--- src/rtl/ad9467_axis_packetizer_if.sv ---
// Stream pair of the AD9467 packetizer: 16-bit samples in, packed 32-bit words out.
// "master" is the packetizer's side; "slave" is the side of the capture FIFO and downstream sink.
interface ad9467_axis_packetizer_if;
    logic [15:0] s_axis_tdata;
    logic        s_axis_tvalid;
    logic        s_axis_tready;
    logic [31:0] m_axis_tdata;
    logic        m_axis_tvalid;
    logic        m_axis_tready;
    logic        m_axis_tlast;

    modport master (
        input  s_axis_tdata,
        input  s_axis_tvalid,
        output s_axis_tready,
        output m_axis_tdata,
        output m_axis_tvalid,
        output m_axis_tlast,
        input  m_axis_tready
    );

    modport slave (
        output s_axis_tdata,
        output s_axis_tvalid,
        input  s_axis_tready,
        input  m_axis_tdata,
        input  m_axis_tvalid,
        input  m_axis_tlast,
        output m_axis_tready
    );
endinterface

--- src/rtl/ad9467_axis_packetizer.sv ---
// Packs ADC sample pairs into tlast-framed 32-bit words; a word is valid one cycle after its 2nd sample,
// s_axis_tready follows the single output stage. Define AD9467_PKT_HEADER_EN to prefix each packet with a header.
module ad9467_axis_packetizer #(
    parameter int PACKET_WORDS = 256,
    parameter int COUNT_WIDTH  = 16
) (
    input  logic                     m_aclk,
    input  logic                     m_areset,
    input  logic                     enable,
    input  logic                     clear_status,
    input  logic                     fifo_overflow,
    ad9467_axis_packetizer_if.master axis,
    output logic [COUNT_WIDTH-1:0]   pkt_count,
    output logic [COUNT_WIDTH-1:0]   ovf_count,
    output logic                     ovf_sticky,
    output logic                     busy
);
    localparam int WCNT_W = $clog2(PACKET_WORDS);
    localparam logic [WCNT_W-1:0] LAST_IDX = WCNT_W'(PACKET_WORDS - 1);

    typedef enum logic [1:0] {
        ST_IDLE,
`ifdef AD9467_PKT_HEADER_EN
        ST_HDR,
`endif
        ST_DATA
    } state_t;

`ifdef AD9467_PKT_HEADER_EN
    localparam state_t ST_START = ST_HDR;
`else
    localparam state_t ST_START = ST_DATA;
`endif

    state_t                 r_state;
    logic                   r_phase;
    logic [15:0]            r_low;
    logic [WCNT_W-1:0]      r_word_cnt;
    logic [31:0]            r_tdata;
    logic                   r_tvalid;
    logic                   r_tlast;
    logic [COUNT_WIDTH-1:0] r_pkt_count;
    logic [COUNT_WIDTH-1:0] r_ovf_count;
    logic                   r_ovf_sticky;
    logic                   r_ovf_d;

    logic w_out_load;
    logic w_in_rdy;
    logic w_accept;
    logic w_word_last;
    logic w_ovf_edge;

    // The output stage may take a new word whenever it is empty or being drained this cycle.
    assign w_out_load  = !r_tvalid || axis.m_axis_tready;
    assign w_in_rdy    = (r_state == ST_DATA) && w_out_load;
    assign w_accept    = w_in_rdy && axis.s_axis_tvalid;
    assign w_word_last = (r_word_cnt == LAST_IDX);
    assign w_ovf_edge  = fifo_overflow && !r_ovf_d;

    always_ff @(posedge m_aclk or posedge m_areset) begin
        if (m_areset) begin
            r_state     <= ST_IDLE;
            r_phase     <= 1'b0;
            r_low       <= '0;
            r_word_cnt  <= '0;
            r_tdata     <= '0;
            r_tvalid    <= 1'b0;
            r_tlast     <= 1'b0;
            r_pkt_count <= '0;
        end else begin
            if (r_tvalid && axis.m_axis_tready) begin
                r_tvalid <= 1'b0;
            end
            case (r_state)
                ST_IDLE: begin
                    if (enable) begin
                        r_state <= ST_START;
                    end
                end
`ifdef AD9467_PKT_HEADER_EN
                ST_HDR: begin
                    // Sequence number is the count before this packet completes.
                    if (w_out_load) begin
                        r_tdata  <= {16'hA5A5, 16'(r_pkt_count)};
                        r_tlast  <= 1'b0;
                        r_tvalid <= 1'b1;
                        r_state  <= ST_DATA;
                    end
                end
`endif
                ST_DATA: begin
                    if (w_accept) begin
                        if (!r_phase) begin
                            r_low   <= axis.s_axis_tdata;
                            r_phase <= 1'b1;
                        end else begin
                            r_tdata  <= {axis.s_axis_tdata, r_low};
                            r_tvalid <= 1'b1;
                            r_tlast  <= w_word_last;
                            r_phase  <= 1'b0;
                            if (w_word_last) begin
                                r_word_cnt  <= '0;
                                r_pkt_count <= r_pkt_count + COUNT_WIDTH'(1);
                                r_state     <= enable ? ST_START : ST_IDLE;
                            end else begin
                                r_word_cnt <= r_word_cnt + WCNT_W'(1);
                            end
                        end
                    end
                end
                default: r_state <= ST_IDLE;
            endcase
        end
    end

    // A clear coinciding with a new edge keeps that edge rather than losing it.
    always_ff @(posedge m_aclk or posedge m_areset) begin
        if (m_areset) begin
            r_ovf_d      <= 1'b0;
            r_ovf_count  <= '0;
            r_ovf_sticky <= 1'b0;
        end else begin
            r_ovf_d <= fifo_overflow;
            if (clear_status) begin
                r_ovf_count  <= w_ovf_edge ? COUNT_WIDTH'(1) : '0;
                r_ovf_sticky <= w_ovf_edge;
            end else if (w_ovf_edge) begin
                r_ovf_sticky <= 1'b1;
                if (r_ovf_count != '1) begin
                    r_ovf_count <= r_ovf_count + COUNT_WIDTH'(1);
                end
            end
        end
    end

    assign axis.s_axis_tready = w_in_rdy;
    assign axis.m_axis_tdata  = r_tdata;
    assign axis.m_axis_tvalid = r_tvalid;
    assign axis.m_axis_tlast  = r_tlast;
    assign pkt_count          = r_pkt_count;
    assign ovf_count          = r_ovf_count;
    assign ovf_sticky         = r_ovf_sticky;
    assign busy               = (r_state != ST_IDLE);
endmodule

--- src/flat_wrapper.sv ---
// flat-port wrapper written by rule: the top's interface ports become plain ports
module ad9467_axis_packetizer_flat 
#(
    parameter int PACKET_WORDS = 256,
    parameter int COUNT_WIDTH  = 16
)
  (m_aclk, m_areset, enable, clear_status, fifo_overflow, pkt_count, ovf_count, ovf_sticky, busy, axis_s_axis_tdata, axis_s_axis_tvalid, axis_s_axis_tready, axis_m_axis_tdata, axis_m_axis_tvalid, axis_m_axis_tlast, axis_m_axis_tready);
  ad9467_axis_packetizer_if axis_i ();
  input  logic m_aclk;
  input  logic m_areset;
  input  logic enable;
  input  logic clear_status;
  input  logic fifo_overflow;
  output logic [COUNT_WIDTH-1:0] pkt_count;
  output logic [COUNT_WIDTH-1:0] ovf_count;
  output logic ovf_sticky;
  output logic busy;
  input wire logic [$bits(axis_i.s_axis_tdata)-1:0] axis_s_axis_tdata;
  input wire logic [$bits(axis_i.s_axis_tvalid)-1:0] axis_s_axis_tvalid;
  output wire logic [$bits(axis_i.s_axis_tready)-1:0] axis_s_axis_tready;
  output wire logic [$bits(axis_i.m_axis_tdata)-1:0] axis_m_axis_tdata;
  output wire logic [$bits(axis_i.m_axis_tvalid)-1:0] axis_m_axis_tvalid;
  output wire logic [$bits(axis_i.m_axis_tlast)-1:0] axis_m_axis_tlast;
  input wire logic [$bits(axis_i.m_axis_tready)-1:0] axis_m_axis_tready;
  assign axis_i.s_axis_tdata = axis_s_axis_tdata;
  assign axis_i.s_axis_tvalid = axis_s_axis_tvalid;
  assign axis_s_axis_tready = axis_i.s_axis_tready;
  assign axis_m_axis_tdata = axis_i.m_axis_tdata;
  assign axis_m_axis_tvalid = axis_i.m_axis_tvalid;
  assign axis_m_axis_tlast = axis_i.m_axis_tlast;
  assign axis_i.m_axis_tready = axis_m_axis_tready;
  ad9467_axis_packetizer #(.PACKET_WORDS(PACKET_WORDS), .COUNT_WIDTH(COUNT_WIDTH)) u_core (.m_aclk(m_aclk), .m_areset(m_areset), .enable(enable), .clear_status(clear_status), .fifo_overflow(fifo_overflow), .axis(axis_i), .pkt_count(pkt_count), .ovf_count(ovf_count), .ovf_sticky(ovf_sticky), .busy(busy));
endmodule
--- config.mk ---
export PLATFORM = sky130hd
export DESIGN_NAME = ad9467_axis_packetizer_flat
export DESIGN_NICKNAME = d
export VERILOG_FILES = /design/src/rtl/ad9467_axis_packetizer_if.sv /design/src/rtl/ad9467_axis_packetizer.sv /design/src/flat_wrapper.sv
export SDC_FILE = /design/constraint.sdc
export NUM_CORES = 1
export LEC_CHECK = 0
export BUFFER_PORTS_ARGS = -buffer_cell sky130_fd_sc_hd__buf_4
export CAP_MARGIN = 15
export CELL_PAD_IN_SITES_DETAIL_PLACEMENT = 0
export CELL_PAD_IN_SITES_GLOBAL_PLACEMENT = 1
export CORE_UTILIZATION = 30
export DETAILED_ROUTE_END_ITERATION = 8
export PLACE_DENSITY_LB_ADDON = 0.1
export SYNTH_ARGS = -nofsm -noshare
export SYNTH_HDL_FRONTEND = slang
export SYNTH_SLANG_ARGS = --single-unit
--- constraint.sdc ---
create_clock -name m_aclk -period 6.9 [get_ports m_aclk]
set_input_delay 0.345 -clock m_aclk [delete_from_list [all_inputs] [get_ports m_aclk]]
set_output_delay 0.345 -clock m_aclk [all_outputs]
set_load 0.02 [all_outputs]
Word level (Yosys, flattened, before mapping)

Index checks and enable logic that the tools add are counted.

Flip-flop bits (word level): 95
Input port bits: 23

$add $sub $neg: 3
Equal/unequal tests: 7
Muxes and demuxes: 18
Bitwise operators: 1
Reductions and logical operators: 17

Operators with widths:

| cell                    | number |
|---|---|
| $mux W16                | 3 |
| $add A16 B1 Y16 const B | 2 |
| $ne A16 B16 Y1 const B  | 1 |
| $mux W1                 | 9 |
| $add A8 B1 Y8 const B   | 1 |
| $eq A8 B8 Y1 const B    | 1 |
| $mux W2                 | 4 |
| $mux W8                 | 1 |
| $reduce_and A4 Y1       | 2 |
| $ne A2 B1 Y1 const B    | 3 |
| $reduce_and A3 Y1       | 2 |
| $reduce_bool A2 Y1      | 3 |
| $logic_and A1 B1 Y1     | 4 |
| $pmux W2 S2             | 1 |
| $reduce_and A2 Y1       | 2 |
| $eq A2 B1 Y1 const B    | 1 |
| $logic_not A1 Y1        | 2 |
| $logic_not A2 Y1        | 1 |
| $ne A2 B2 Y1 const B    | 1 |
| $logic_or A1 B1 Y1      | 1 |
| $not A1 Y1              | 1 |

Longest topological paths before layout

Gate-level depths: netlist (run 1).

Depth in word-level cells: 6
Depth in mapped cells: 6
Depth with buffers taken out: 5

Worst setup path before layout (run 1)

OpenSTA, ideal clock, no wires.

Kind: reg-to-reg
Start: register u_core.r_ovf_count[0], in the netlist u_core.ovf_count[0]
End: register u_core.r_ovf_count[8], in the netlist u_core.ovf_count[8]
Library setup time: 136 ps
Data arrival time: 1651 ps
Slack: 5113 ps
Cell stages (with the launch flop): 7
Period minus slack after synthesis: 1787 ps
Path through: dfrtp_1 ha_1 nand4_1 or4_1 buf_2 nand3b_1 a21oi_1

Word-level cells in the longest chain between the ends: 4
Elaborated cells on any way between the ends: 7

RTL lines:

| element                | RTL line                      | text |
|---|---|---|
| start, declared        | ad9467_axis_packetizer.sv:43  | `logic [COUNT_WIDTH-1:0] r_ovf_count;` |
| start signal, assigned | ad9467_axis_packetizer.sv:125 | `r_ovf_count <= w_ovf_edge ? COUNT_WIDTH'(1) : '0;` |
| start signal, assigned | ad9467_axis_packetizer.sv:130 | `r_ovf_count <= r_ovf_count + COUNT_WIDTH'(1);` |
| $add A16 B1 Y16        | ad9467_axis_packetizer.sv:130 |  |
| $mux W16               | ad9467_axis_packetizer.sv:129 | `if (r_ovf_count != '1) begin` |
| $mux W16               | ad9467_axis_packetizer.sv:127 | `end else if (w_ovf_edge) begin` |
| $mux W16               | ad9467_axis_packetizer.sv:124 | `if (clear_status) begin` |

Several ways; a longest one is shown, not always the timed one. The select of a mux whose other input is x is not followed.
A chain may end at the register's enable or synchronous reset.

Worst setup path in the final report (run 1)

Ends and elaborated chain as after synthesis.

==> qor.yml, run 1 <==
outcome: "finished clean"
ioPinCount: 92
firstDrtPassIters: 6
finalWeightedCongestion: 0.746
synth-main-ff-cell: "dfrtp_1"
antenna_found_initial: 0
wl_per_cell_um: 15.3
synth-seq-cells: 94
ir_worst_vdd_mv: 0.217
syn_inst: 318
core-area_um2: 13200
clock_skew_ps: 6.15
slew-limit-headroom_pct: 41.7
overflow: 0
wl_mm: 9.02
fmaxAchievable_mhz: 519
ys_seq_area_share_pct: 57.5
vias: 2832
rsz0062_at_grt: "no"
netlist_area_um2: 4090
tightestPinTransition_ps: 872
cts_tree: "built"
cts.sinks: 94
worstSkewPairLatency_ps: 340
postCtsSetupBuffers: 0
start_util_pct: 30.9
route.detailed.drc: 0
maxCapViolCount: 0
dieArea_um2: 14100
tns_ps: 0
final_common_cell: "dfrtp_1"
via_per_inst: 4.80
hold_viol: 0
drive_above_1_share_pct: 40.3
finalNetCount: 437
cp-start-kind: "flop"
synth_area_per_cell_um2: 12.9
slew_viol_final: 0
ctsResizeCount: 0
grt_max_degree: 54
dp_slack_ps: 4910
syn_nets: 344
power_density_nw_per_um2: 361
postCtsHoldBufs: 0
path_cells: "ha_1 > nand4_1 > or4_1 > nand3b_1 > a21oi_1"
fill_cells: 1300
synth_top_area_share_pct: 57.5
grt_pass1_wl_mm: 15.1
numCtsBuffers: 9
fin_crit_sh_pct: 27.9
area_growth_pct: 28.2
setup_viol: 0
synth_edf_count: 0
worst_path_max_delay_cell: "or4_1"
grt_pass1_vias: 2918
crit_required_ps: 7110
clock_path_buffers: 2
multiInputGateArea_um2: 1660
grt_util_all_layers_pct: 13.9
cts_root_buffer: "clkbuf_16"
portBuffers: 91
worstSetupEndpointType: "flop"
cp.arrival_ps: 2140
leakagePower_nw: 2.34
final_cell_mix: "dfrtp_1, buf_4, mux2_2"
timing.final.ws_setup_ps: 4970
async_reset_ff_share_pct: 100
synth.distinct_cells: 50
max_stage_delay_ps: 660
ant_nets: 0
rows: 42
cts-htree-levels: 3
period_needed_ps: 1930
dp_hpwl_mm: 6.08
antenna_cells: 0
crit_type: "flop to flop"
synth_largest_area_cell: "dfrtp_1"
seq_area_um2: 2350
reg2reg_slack_ps: 4970
clkTransAtPathRegs_ps: 60
drt_iter0_drc: 137
worstPathMaxFanout: 6
synth_area_leaders: "dfrtp_1, mux2_2, xnor2_1"
die_h_um: 119
synth_warnings: 0
die_x_um: 119
min_path_type: "input port to async pin"
where the power goes:
part	total [W]	internal, W	switching (W)
Clock	0.000493	0.000288	0.000206
Sequential	0.000818	0.000718	0.000100
Combinational	0.000578	0.000298	0.000280
kinds of logic after synthesis:
kind of cell	Yosys count	share of synthesized area, %
xor gates and xnor gates	24	5.14
adders and majority gates	3	0.918
buffers and inverters	17	1.96
DFF	94	57.5
AOI/OAI and AO/OA	31	5.45
and+or+nand+nor	96	14.5
muxes	53	14.5
critical path, delay by kind of cell (launching register included):
kind | cells | cell delay, ps
flip-flops | 1 | 430
AO/OA/AOI/OAI | 1 | 80
adder cells (fa/ha/maj) | 1 | 220
AND/OR/NAND/NOR | 3 | 1080
registers in the layout (all words and copies together), names as in the netlist:
register,count
u_core.r_state,1
u_core.r_phase,1
u_core.ovf_count,16
u_core.ovf_sticky,1
u_core.pkt_count,16
u_core.r_low,16
u_core.r_word_cnt,8
u_core.axis.m_axis_tlast,1
u_core.axis.m_axis_tdata,32
u_core.axis.m_axis_tvalid,1
u_core.r_ovf_d,1
final cells by class:
type | instances | share of cell area [%]
multi-input combinational | 207 | 31.6
timing repair buffer | 93 | 13.3
tap | 176 | 4.20
clock buffer | 11 | 4.63
sequential | 94 | 44.9
clock inverter | 3 | 0.883
inverter | 6 | 0.477
metal layers:
metal / wire [µm] / up-vias / GRT usage [%]
met5: 0 / - / 0
met4: 82 / 0 / 4.27
met3: 553 / 6 / 6.03
met2: 4200 / 70 / 21.2
met1: 4190 / 1413 / 17.5
li1: - / 1343 / -
worst paths after layout:
check,end,depth (start not counted),from
worst max-delay path,u_core.ovf_count[8],5,u_core.ovf_count[0]
worst min register to register,u_core.pkt_count[15],1,u_core.pkt_count[15]
min in group m_aclk,u_core.r_ovf_d,1,fifo_overflow
worst min-delay path,u_core.ovf_count[10],2,m_areset
worst max register to register,u_core.ovf_count[8],5,u_core.ovf_count[0]
max in group asynchronous,u_core.axis.m_axis_tdata[22],3,m_areset
cell usage after synthesis, types with 2 or more instances:
| cell type | n |
|---|---|
| nor2_1 | 9 |
| nand4_1 | 12 |
| nand3_1 | 15 |
| xnor2_1 | 19 |
| nand3b_1 | 3 |
| o31ai_1 | 3 |
| nor3_2 | 2 |
| o21ai_0 | 3 |
| and3_1 | 3 |
| clkbuf_1 | 3 |
| nand2b_1 | 2 |
| nor2b_1 | 5 |
| nand2_1 | 12 |
| ha_1 | 3 |
| xor2_1 | 5 |
| a21o_1 | 2 |
| nor4_1 | 3 |
| a21oi_1 | 11 |
| or4_1 | 2 |
| dfrtp_1 | 94 |
| o21bai_1 | 2 |
| and4_1 | 4 |
| mux2i_1 | 2 |
| mux2_1 | 4 |
| buf_2 | 7 |
| inv_1 | 6 |
| nor3_1 | 10 |
| mux2_2 | 47 |
| or3_1 | 2 |
| nor4_2 | 3 |
per-stage QoR:
| stage | std cells | power, W | hold WS (ps) | util [%] | instance area (µm²) |
|---|---|---|---|---|---|
| after floorplan | 318 | 0.00118 | 376 | - | 4090 |
| after global placement | 576 | 0.00141 | 442 | 37.4 | 4950 |
| final | 590 | 0.00189 | 56.5 | 39.6 | 5240 |
| after global routing | 590 | 0.00200 | 81.6 | 39.6 | 5240 |
| after CTS | 590 | 0.00193 | 71.6 | 39.6 | 5240 |
| after detailed placement | 576 | 0.00142 | 448 | 37.4 | 4950 |
No activity file was read; power rests on OpenSTA's default activity.
==> inputs of run 2 (changes only) <==
--- a/config.mk
+++ b/config.mk
@@ -5,6 +5,7 @@
 export SDC_FILE = /design/constraint.sdc
 export NUM_CORES = 1
 export LEC_CHECK = 0
+export ABC_AREA = 1
 export BUFFER_PORTS_ARGS = -buffer_cell sky130_fd_sc_hd__buf_4
 export CAP_MARGIN = 15
 export CELL_PAD_IN_SITES_DETAIL_PLACEMENT = 0
==> constraint.sdc (replaced) <==
create_clock -name m_aclk -period 1.7 [get_ports m_aclk]
set_input_delay 0.085 -clock m_aclk [delete_from_list [all_inputs] [get_ports m_aclk]]
set_output_delay 0.085 -clock m_aclk [all_outputs]
set_load 0.02 [all_outputs]
==> qor.yml, run 2 <==
synthTopCellsByCount: "nand2_1, dfrtp_1, inv_1, nor2_1, nand3_1"  # was dfrtp_1, mux2_2, xnor2_1, nand3_1
setup_viol: 0  # unchanged
cp.arrival_ps: 1740  # was 2140 ps
critPathTopFamily: "simple AND/OR/NAND/NOR gates"  # unchanged
final_cell_mix: "nand2_1, buf_4, dfrtp_1"  # was dfrtp_1, buf_4, mux2_2
postCtsHoldBufs: 19  # was 0
synth_compound_area_share_pct: 3.55  # was 5.45%
antenna_cells: 0  # unchanged
reg2reg_slack_ps: 180  # was 4970 ps
route.detailed.drc: 0  # unchanged
worstHoldEndpoint: "u_core.ovf_count[5]"
hold_start: "clear_status"
cts_root_buffer: "clkbuf_16"  # unchanged
worst_path_max_delay_cell: "dfrtp_1"  # was or4_1
yosysMostFrequentCell: "nand2_1"  # was dfrtp_1
p_total_w: 0.00765  # was 0.00189 W
r2r-end: "u_core.ovf_count[6]"  # was u_core.ovf_count[8]
synth-seq-cells: 94  # unchanged
cp_common_cell: "nand3_1"
seq_area_um2: 2350  # unchanged
grt_util_all_layers_pct: 15.6  # was 13.9%
r2r_start: "u_core.ovf_count[1]"  # was u_core.ovf_count[0]
synth_area_leaders: "dfrtp_1, nand2_1, inv_1"  # was dfrtp_1, mux2_2, xnor2_1
worst-path-stages: 7  # was 5
slew-limit-headroom_pct: 66.3  # was 41.7%
crit_type: "flop to flop"  # unchanged
clkTransAtPathRegs_ps: 70  # was 60 ps
wl_per_cell_um: 12.6  # was 15.3 µm
leakagePower_nw: 3.15  # was 2.34 nW
path_cells: "ha_1 > nand3_1 > nor2_1 > nand3_1 > nand2_2 > buf_12 > o21ai_0"  # was ha_1 > nand4_1 > or4_1 > nand3b_1 > a21oi_1
slew_viol_final: 0  # unchanged
cp-start-kind: "flop"  # unchanged
postCtsSetupBuffers: 0  # unchanged
synth-main-ff-cell: "dfrtp_1"  # unchanged
via_per_inst: 4.36  # was 4.80
fill_cells: 1528  # was 1,300
tns_ps: 0  # unchanged
area_growth_pct: 35.1  # was 28.2%
worstSkewPairLatency_ps: 340  # about the same
ioPinCount: 92  # unchanged
ant_nets: 0  # unchanged
netlist_area_um2: 4440  # was 4090 µm²
finalWeightedCongestion: 0.773  # was 0.746
ir_worst_vdd_mv: 0.588  # was 0.217 mV
grt_pass1_wl_mm: 18.3  # was 15.1 mm
synth_top_area_share_pct: 53.0  # was 57.5%
rsz0062_at_grt: "no"  # unchanged
firstDrtPassIters: 4  # was 6
reg2reg_depth: 7  # was 5
period_needed_ps: 1520  # was 1930 ps
outcome: "finished clean"  # unchanged
crit_buf_inv: 1  # was 0
synth_edf_count: 0  # unchanged
max_stage_delay_ps: 350  # was 660 ps
cts_tree: "built"  # unchanged
antenna_found_initial: 0  # unchanged
start_util_pct: 30.7  # was 30.9%
worstPathMaxFanout: 19  # was 6
synth_top_family_by_area: "simple AND/OR/NAND/NOR gates"  # was multiplexers
core-area_um2: 14500  # was 13,200 µm²
synth_xor_area_share_pct: 1.97  # was 5.14%
numCtsBuffers: 9  # unchanged
maxCapViolCount: 0  # unchanged
multiInputGateArea_um2: 1830  # was 1660 µm²
vias: 3837  # was 2,832
clock_skew_ps: 8.36  # was 6.15 ps
worstSetupEndpointType: "flop"  # unchanged
hold_viol: 0  # unchanged
rows: 44  # was 42
ctsResizeCount: 0  # unchanged
synthSimpleGateAreaFrac_pct: 34.8  # was 14.5%
wl_mm: 11.1  # was 9.02 mm
dieArea_um2: 15300  # was 14,100 µm²
synth_adder_area_share_pct: 0.846  # was 0.918%
clock_path_buffers: 2  # unchanged
synth_warnings: 0  # unchanged
grt_pass1_vias: 3627  # was 2,918
drive_above_1_share_pct: 22.1  # was 40.3%
cts.sinks: 94  # unchanged
grt_max_degree: 95  # was 54
fin_crit_sh_pct: 89.4  # was 27.9%
die_h_um: 124  # was 119 µm
min_path_type: "input port to flop"  # was input port to async pin
synth_area_per_cell_um2: 7.94  # was 12.9 µm²
largest_reg_flops: 32  # unchanged
syn_inst: 559  # was 318
finalNetCount: 718  # was 437
synth_largest_area_cell: "dfrtp_1"  # unchanged
async_reset_ff_share_pct: 100  # unchanged
synth.distinct_cells: 31  # was 50
fmaxAchievable_mhz: 658  # was 519 MHz
synthMuxAreaShare_pct: 0  # was 14.5%
die_x_um: 124  # was 119 µm
drt_iter0_drc: 217  # was 137
tightestPinTransition_ps: 505  # was 872 ps
syn_nets: 585  # was 344
final_common_cell: "nand2_1"  # was dfrtp_1
power_density_nw_per_um2: 1280  # was 361 nW/µm²
portBuffers: 91  # unchanged
ys_seq_area_share_pct: 53.0  # was 57.5%
cts-htree-levels: 3  # unchanged
dp_hpwl_mm: 7.56  # was 6.08 mm
crit_required_ps: 1920  # was 7110 ps
overflow: 0  # unchanged
min_path_cells: 4
[run 2: changes by cell type in the layout (fill, tap and decap cells not counted), sizes merged, moves of 6 or more]
cell         change
a21oi            -7
nor2            +34
dlygate4sd3     +19
mux2            -51
o21ai           +16
nor4             -6
inv             +37
nor3             -7
nand2          +261
xnor2           -13
nand3           +12
buf             +24
[run 2: power breakdown]
group	leakage (nW)	total (W)	internal [W]	switching [W]
registers	1.19	0.00323	0.00286	0.000366
clock network	0.155	0.00216	0.00127	0.000897
logic	1.80	0.00226	0.000926	0.00134
[run 2: how the worst max path moves through the flow]
stage | startpoint | to
after floorplan | u_core.r_state[0] | u_core.r_low[0]
after global placement | u_core.ovf_count[0] | u_core.ovf_count[6]
after detailed placement | u_core.ovf_count[1] | u_core.ovf_count[6]
after CTS | u_core.ovf_count[1] | u_core.ovf_count[6]
after global routing | u_core.ovf_count[1] | u_core.ovf_count[2]
final | u_core.ovf_count[1] | u_core.ovf_count[6]
[run 2: cells by family after synthesis]
family                   Yosys count
AO/OA/AOI/OAI                     27
XOR/XNOR                          10
adder cells (fa/ha/maj)            3
buffers and inverters             57
flip-flops                        94
AND/OR/NAND/NOR                  368
[run 2: area by class of cell]
| cell class | count | area share, % |
|---|---|---|
| Inverter | 43 | 2.75 |
| Sequential cell | 94 | 39.2 |
| Clock inverter | 4 | 0.855 |
| Tap cell | 184 | 3.84 |
| Timing Repair Buffer | 136 | 18.4 |
| Clock buffer | 12 | 4.44 |
| Multi-Input combinational cell | 408 | 30.4 |
[run 2: layer usage]
layer	global-route usage (%)	wire length [µm]	up-vias
li1	-	-	2008
met1	21.5	5510	1746
met2	23.8	4910	73
met3	3.43	530	10
met4	6.33	157	0
met5	0	0	-
[run 2: stage by stage]
step	utilization, %	worst slack (ps)	cell area [µm²]	hold slack, ps	instances
2_1_floorplan	-	100	4440	116	559
3_3_place_gp	37.9	205	5490	206	846
3_5_place_dp	37.9	170	5490	208	846
4_1_cts	41.4	156	6000	9.11	881
5_1_grt	41.4	25.5	6000	66.9	881
6_report	41.4	180	6000	27.7	881
[run 2: tightest hold or removal path, stage by stage]
cell	delay [ps]
buf_4	100
nor3_1	50
nand2_1	50
nand2_1	40
